`src/rtl/mux_sel_serializer.sv`:
```
// Parallel-to-serial sequencer for an 8:1 mux: accepts a byte over valid/ready and walks
// the registered select lines {s2,s1,s0} through all eight positions, presenting word[sel].
module mux_sel_serializer #(
  parameter int BIT_CYCLES = 1,
  parameter int MSB_FIRST  = 0,
  parameter int GAP_CYCLES = 0
) (
  input  logic       clk,
  input  logic       rst,
  input  logic       in_valid,
  input  logic [7:0] in_data,
  output logic       in_ready,
  output logic       s2,
  output logic       s1,
  output logic       s0,
  output logic       ser_out,
  output logic       ser_valid,
  output logic       frame_start,
  output logic       done,
  output logic       busy
);

  // Handshake: a word transfers on a rising edge where in_valid && in_ready are both high;
  // in_ready does not depend on in_valid, and in_data is sampled only on that edge.

  typedef enum logic [1:0] {IDLE, SHIFT, GAP} state_t;

  localparam logic [2:0] SEL_START = (MSB_FIRST != 0) ? 3'd7 : 3'd0;
  localparam logic [2:0] SEL_LAST  = (MSB_FIRST != 0) ? 3'd0 : 3'd7;
  localparam logic [3:0] HOLD_INIT = 4'(BIT_CYCLES - 1);
  localparam logic [3:0] GAP_INIT  = (GAP_CYCLES > 0) ? 4'(GAP_CYCLES - 1) : 4'd0;
  localparam logic       NO_GAP    = (GAP_CYCLES == 0);

  state_t     state;
  state_t     state_nxt;
  logic [7:0] word;
  logic [2:0] sel;
  logic [3:0] hold;
  logic [3:0] gap_cnt;
  logic       live;
  logic       first;
  logic       accept;
  logic       last_cycle;

  assign last_cycle = (state == SHIFT) && (sel == SEL_LAST) && (hold == 4'd0);
  assign accept     = in_valid && in_ready;

  always_ff @(posedge clk or posedge rst) begin
    if (rst) state <= IDLE;
    else     state <= state_nxt;
  end

  always_comb begin
    state_nxt = state;
    case (state)
      IDLE:  if (accept) state_nxt = SHIFT;
      SHIFT: begin
        if (last_cycle) begin
          if (accept)          state_nxt = SHIFT;
          else if (!NO_GAP)    state_nxt = GAP;
          else                 state_nxt = IDLE;
        end
      end
      GAP:     if (gap_cnt == 4'd0) state_nxt = IDLE;
      default: state_nxt = IDLE;
    endcase
  end

  // live holds in_ready low until the first edge after reset release.
  always_comb begin
    in_ready    = live && ((state == IDLE) || (NO_GAP && last_cycle));
    ser_valid   = (state == SHIFT);
    ser_out     = (state == SHIFT) && word[sel];
    frame_start = first;
    done        = last_cycle;
    busy        = (state != IDLE);
    {s2, s1, s0} = sel;
  end

  always_ff @(posedge clk or posedge rst) begin
    if (rst) begin
      word    <= 8'd0;
      sel     <= SEL_START;
      hold    <= 4'd0;
      gap_cnt <= 4'd0;
      live    <= 1'b0;
      first   <= 1'b0;
    end else begin
      live  <= 1'b1;
      first <= accept;
      if (accept) begin
        word <= in_data;
        sel  <= SEL_START;
        hold <= HOLD_INIT;
      end else begin
        case (state)
          SHIFT: begin
            if (hold != 4'd0) begin
              hold <= hold - 4'd1;
            end else if (sel != SEL_LAST) begin
              sel  <= (MSB_FIRST != 0) ? sel - 3'd1 : sel + 3'd1;
              hold <= HOLD_INIT;
            end else begin
              // Frame end without a follow-on word: park sel and arm the gap timer.
              sel     <= SEL_START;
              gap_cnt <= GAP_INIT;
            end
          end
          GAP: begin
            sel <= SEL_START;
            if (gap_cnt != 4'd0) gap_cnt <= gap_cnt - 4'd1;
          end
          default: sel <= SEL_START;
        endcase
      end
    end
  end

endmodule

```
`config.mk`:
```
export PLATFORM = sky130hd
export DESIGN_NAME = mux_sel_serializer
export DESIGN_NICKNAME = d
export VERILOG_FILES = /design/src/rtl/mux_sel_serializer.sv
export SDC_FILE = /design/constraint.sdc
export NUM_CORES = 1
export LEC_CHECK = 0
export ABC_AREA = 1
export BUFFER_PORTS_ARGS = -buffer_cell sky130_fd_sc_hd__buf_2
export CORE_MARGIN = 5
export CORE_UTILIZATION = 45
export CTS_CLUSTER_SIZE = 20
export DETAILED_ROUTE_END_ITERATION = 7
export PLACE_DENSITY = 0.7
export SLEW_MARGIN = 30
export SYNTH_ARGS = -nofsm -noshare
export SYNTH_HDL_FRONTEND = slang
export SYNTH_SLANG_ARGS = --single-unit
```
`constraint.sdc`:
```
create_clock -name clk -period 1.3 [get_ports clk]
set_input_delay 0.13 -clock clk [delete_from_list [all_inputs] [get_ports clk]]
set_output_delay 0.13 -clock clk [all_outputs]
set_load 0.1 [all_outputs]
```
==> results.py, run 1 <==
metrics = {
    "clocking": {
        "clk_path_buf_depth": 2,
        "clock_sinks": 18,
        "clk_pin_slew_ns": 0.11,
        "clock_latency_ns": 0.31,
        "htree_levels": 1,
        "cts_root_buf": "clkbuf_4",
        "numCtsBuffers": 3,
        "cts_tree": "yes",
    },
    "detailed_routing": {
        "drt_pass1_iterations": 4,
        "drtAntennaViolNets": 0,
        "routed_wl_mm": 2.87,
        "drtIter0Drc": 21,
        "vias": 1018,
        "wl_per_cell_um": 14.4,
        "drcViolationCount": 0,
        "vias_per_cell": 5.12,
    },
    "grt": {
        "track_usage": 0.193,
        "antenna_found_initial": 0,
        "overflow": 0,
        "grt_pass1_vias": 1088,
        "grt_max_degree": 19,
        "grt_pass1_wl_mm": 4.77,
    },
    "synthesis": {
        "synth_top_area_frac": 0.458,
        "yosysSeqAreaShare": 0.458,
        "ys_warn_count": 0,
        "syn_avg_cell_area_um2": 7.93,
        "netlist_area_um2": 983,
        "syn_inst": 124,
        "yosys-top-cells-area": "dfrtp_1 46%, nand2_1 15%, nand4_1 6.4%, inv_1 5.7%, ha_1 3.8%",
        "ys_types": 21,
        "ys_ff_latch": 18,
        "synthesis.nets": 138,
        "synth_top_cell_by_area": "dfrtp_1",
    },
    "power": {
        "switching_power_mw": 2.00,
        "power_per_cell_area_mw_per_mm2": 2490,
        "power.leakage_nw": 0.816,
        "clockPowerShare": 0.090,
        "swShare": 0.501,
        "power_mw": 4.00,
        "comb_power_share": 0.672,
        "seq_power_share": 0.238,
        "p_int_mw": 2.00,
        "ir_worst_vdd_mv": 1.41,
    },
    "cells_and_area": {
        "finish.utilization": 0.747,
        "fillers": 138,
        "antennaDiodeCount": 0,
        "multiInputGateArea_um2": 541,
        "drive_gt1_frac": 0.480,
        "final-seq-area_um2": 460,
        "nets": 186,
        "syn2layout_area_growth_pct": 63.2,
    },
    "timing": {
        "setup_viol": 21,
        "worst_slack_ns": -0.428,
        "hold_viol_final": 0,
        "period_share": 1.33,
        "finalMaxSlewViolations": 0,
        "min_period_ns": 1.73,
        "fin_worst_skew_ns": 0.00895,
        "fmax_mhz": 579,
        "rsz0062_at_grt": "yes",
    },
    "die": {
        "start_util": 0.458,
        "pin_count": 20,
        "fp.dieW_um": 56.8,
        "rows": 17,
        "die_h_um": 56.8,
        "core_area_mm2": 0.00215,
        "fp.dieArea_mm2": 0.00322,
    },
    "run": {
        "cap_violations": 0,
    },
    "setup_path": {
        "cp_max_fo": 4,
        "worst_ep_required_time_ns": 1.17,
        "path_cells": "ha_4 -> ha_4 -> nand3_4 -> nand2_4 -> inv_4 -> nor2_4 -> buf_12",
        "crit_type": "reg -> out",
        "cp.arrival_ns": 1.60,
        "critPathLaunchType": "register",
        "slowest_delay_ns": 0.54,
        "crit_top_cell": "ha_4",
        "crit_path_end_kind": "output pin",
        "slowest_stage": "dfrtp_4",
    },
    "place": {
        "gp_congestion": 0.939,
        "port_buffers": 19,
        "hpwl_mm": 1.92,
    },
    "run_status": {
        "violations": "setup timing",
        "outcome": "complete, but fails checks",
    },
    "hold_path": {
        "hold_path.class": "in -> reg",
    },
}
[cell usage after synthesis (all sizes together)]
cell	number
buf	6
ha	3
a21oi	1
dfrtp	18
nor2	10
conb	1
o211ai	4
nor3	1
or2	1
nand4	10
inv	17
nand3	5
nand2	41
o21ai	6
[area by class of cell]
cell class	instances	share of cell area
repair buffers	48	0.288
inverters	17	0.0444
multi-input cells	84	0.337
clock buffers	4	0.0226
well taps	28	0.0218
flip-flops and latches	18	0.287
[kinds of logic after synthesis]
group,share of synthesized area
and+or+nand+nor,0.321
buffers and inverters,0.113
DFF,0.458
AOI/OAI and AO/OA,0.0662
adders and majority gates,0.0382
other,0.00381
[state kept, by name, summed over array words and instances, names as in the netlist]
register and cells:
sel 3, state 1, live 1, word 8
frame_start 1, hold 4
[power by group through the flow]
stage / clock (mW) / sequential, mW / combinational (mW)
global placement: 0 / 0.938 / 2.37
floorplan: 0 / 1.34 / 1.16
CTS: 0.366 / 0.943 / 2.60
detailed placement: 0 / 0.941 / 2.43
global route: 0.396 / 0.979 / 2.81
finish: 0.360 / 0.952 / 2.69
[stage by stage]
step,hold slack (ns),cell area (um^2),std cells,setup WS (ns),TNS (ns)
4_1_cts,0.0498,1580,197,-0.426,-3.65
6_report,0.0537,1610,199,-0.428,-4.25
3_5_place_dp,0.151,1400,184,-0.184,-2.34
2_1_floorplan,0.0685,1050,124,-0.506,-4.56
5_1_grt,0.0744,1610,199,-0.481,-5.34
3_3_place_gp,0.148,1400,184,-0.115,-1.23
[repair_timing]
item                       in CTS  in global routing
cloned                          1                  0
hold endpoints to repair       18                  0
setup endpoints to repair      21                 24
pin swaps                      10                  7
buffers inserted                7                  3
resized for setup              22                  7
hold buffers                    1                  0
[routing by layer]
layer  share of wire  global-route usage  vias to the layer above
li1                -                   -                      493
met1            0.39               0.191                      489
met2            0.55               0.361                       25
met3           0.032              0.0345                       11
met4           0.032               0.123                        0
met5               0                   0                        -
[worst paths after layout]
path                       startpoint       end  slack (ns)  cells after the start
max reg2reg                    sel[0]   word[0]       -0.27                      8
min in group asynchronous         rst   hold[0]        0.36                      4
max in group asynchronous         rst    sel[1]        0.73                      4
min reg2reg                   word[4]   word[4]        0.49                      2
max                            sel[0]  in_ready       -0.43                      7
min                        in_data[4]   word[4]        0.05                      3
[critical path, delay by kind of cell (launching register included)]
kind / cells / cell delay (ns)
fa+ha+maj: 2 / 0.34
flops: 1 / 0.54
buf+inv: 2 / 0.23
simple gates: 3 / 0.17
[layout by cell type (no fill, tap or decap), types with 2 or more instances in the layout]
cell type / n
nand4_1: 10
nor2_4: 4
o21ai_0: 2
buf_12: 8
dfrtp_4: 2
inv_1: 9
nor2_2: 2
nand3_4: 3
clkbuf_4: 3
dfrtp_2: 2
inv_2: 5
o21ai_1: 3
ha_4: 3
inv_4: 3
buf_2: 11
o211ai_1: 4
dfrtp_1: 14
buf_6: 7
nor2_1: 4
nand3_1: 3
nand2_1: 35
buf_4: 21
nand2_2: 4
nand2_4: 2
Power figures use the tool's default switching activity.
==> run 2: changes to the inputs <==
--- a/config.mk
+++ b/config.mk
@@ -7,6 +7,7 @@
 export LEC_CHECK = 0
 export ABC_AREA = 1
 export BUFFER_PORTS_ARGS = -buffer_cell sky130_fd_sc_hd__buf_2
+export CAP_MARGIN = 10
 export CORE_MARGIN = 5
 export CORE_UTILIZATION = 45
 export CTS_CLUSTER_SIZE = 20
==> constraint.sdc (replaced) <==
create_clock -name clk -period 1.3 [get_ports clk]
set_input_delay 0.26 -clock clk [delete_from_list [all_inputs] [get_ports clk]]
set_output_delay 0.26 -clock clk [all_outputs]
set_load 0.1 [all_outputs]
==> results.py, run 2 (synthesis results as in run 1) <==
metrics = {
    "hold_path": {
        "hold_path.class": "in -> reg",
        "hold_depth": 3,
    },
    "place": {
        "placed_cells": 188,
        "hpwl_mm": 1.95,
        "gp_congestion": 0.841,
        "port_buffers": 19,
    },
    "timing": {
        "setup_viol": 25,
        "holdWs_ns": 0.203,
        "fin_worst_skew_ns": 0.0164,
        "fmax_mhz": 546,
        "min_period_ns": 1.83,
        "worst_slack_ns": -0.530,
        "rsz0062_at_grt": "yes",
        "hold_viol_final": 0,
        "period_share": 1.41,
        "finalMaxSlewViolations": 0,
    },
    "setup_path": {
        "cp_max_fo": 4,
        "critPathBufInv": 2,
        "rr_worst_depth": 9,
        "crit_path_end_kind": "output pin",
        "worst_ep_required_time_ns": 1.04,
        "cp.depth": 7,
        "slowest_delay_ns": 0.53,
        "crit_top_cell": "ha_4",
        "slowest_stage": "dfrtp_4",
        "crit_family": "flip-flops",
        "critPathLaunchType": "register",
        "crit_type": "reg -> out",
        "cp.arrival_ns": 1.57,
        "path_cells": "ha_4 -> ha_4 -> nand3_4 -> nand2_4 -> inv_4 -> nor2_4 -> buf_12",
    },
    "clocking": {
        "cts_tree": "yes",
        "htree_levels": 1,
        "clk_path_buf_depth": 2,
        "clock_sinks": 18,
        "clock_latency_ns": 0.31,
        "clk_pin_slew_ns": 0.09,
        "numCtsBuffers": 3,
        "cts_root_buf": "clkbuf_4",
    },
    "die": {
        "fp.dieW_um": 56.8,
        "start_util": 0.458,
        "fp.dieArea_mm2": 0.00322,
        "rows": 17,
        "pin_count": 20,
        "die_h_um": 56.8,
        "core_area_mm2": 0.00215,
    },
    "power": {
        "power_per_cell_area_mw_per_mm2": 2550,
        "power.leakage_nw": 0.821,
        "power_mw": 4.21,
        "ir_worst_vdd_mv": 1.88,
    },
    "grt": {
        "grt_pass1_wl_mm": 4.82,
        "grt_max_degree": 19,
        "grt_pass1_vias": 1074,
        "overflow": 0,
        "track_usage": 0.192,
        "antenna_found_initial": 0,
    },
    "cells_and_area": {
        "multiInputGateArea_um2": 563,
        "final-seq-area_um2": 463,
        "largest_reg_flops": 8,
        "syn2layout_area_growth_pct": 67.9,
        "final_common_cell": "nand2_1",
        "layout_common_cells": "30 x nand2_1, 16 x buf_4, 14 x dfrtp_1",
        "layoutNonFillerInstCount": 198,
        "finish.utilization": 0.769,
        "largestRegisters": "word (8), hold (4), sel (3)",
        "drive_gt1_frac": 0.512,
        "regMostFlops": "word",
        "antennaDiodeCount": 0,
        "fillers": 141,
        "nets": 186,
    },
    "detailed_routing": {
        "drcViolationCount": 0,
        "routed_wl_mm": 3.04,
        "vias": 1051,
        "drt_pass1_iterations": 4,
        "wl_per_cell_um": 15.3,
        "drtAntennaViolNets": 0,
        "drtIter0Drc": 45,
        "vias_per_cell": 5.31,
    },
    "run": {
        "cap_violations": 0,
    },
    "run_status": {
        "outcome": "complete, but fails checks",
        "violations": "setup timing",
    },
}
==> run 2: timing repair <==
| action | in CTS | in global routing |
|---|---|---|
| cloned | 1 | 0 |
| hold buffers | 1 | 0 |
| gates resized for setup | 22 | 17 |
| endpoints found under the setup margin | 25 | 25 |
| setup buffers | 4 | 2 |
| pin swaps | 7 | 10 |
| hold endpoints to repair | 18 | 0 |
==> run 2: metal layers <==
metal | track usage | wire [um] | vias to the layer above
met1 | 0.224 | 1150 | 499
met3 | 0.0253 | 149 | 16
met4 | 0.0828 | 149 | 0
met2 | 0.345 | 1590 | 45
li1 | - | - | 491
met5 | 0 | 0 | -
==> run 2: path summary, 6_finish.rpt <==
path                                  from  endpoint  slack (ns)
worst max-delay path                sel[0]  in_ready       -0.53
worst min-delay path            in_data[1]   word[1]        0.20
worst max register to register      sel[0]   hold[2]       -0.38
worst min register to register     word[7]   word[7]        0.50
max in group asynchronous              rst    sel[0]        0.58
min in group asynchronous              rst  state[0]        0.48
==> run 2: stage by stage <==
step	setup TNS, ns	cell area (um^2)	setup slack, ns
finish	-7.00	1650	-0.530
global route	-8.19	1650	-0.573
detailed placement	-2.62	1440	-0.247
CTS	-5.11	1590	-0.512
global placement	-1.73	1440	-0.200
floorplan	-4.95	1050	-0.636
==> run 2: worst min-delay path: cells and delay by family <==
kind / cells / cell delay [ns]
buf+inv: 1 / 0.08
simple gates: 2 / 0.13
==> run 2: power by group <==
group	internal, mW	leakage, nW	switching [mW]	total, mW
clock network	0.108	0.0138	0.185	0.293
logic	1.22	0.582	1.71	2.93
registers	0.780	0.225	0.203	0.984
total	2.11	0.821	2.10	4.21
==> run 2: layout make-up <==
cell class	count	area share
Timing Repair Buffer	48	0.302
Sequential cell	18	0.280
Clock buffer	3	0.0136
Multi-Input combinational cell	84	0.341
Inverter	17	0.0417
Tap cell	28	0.0212
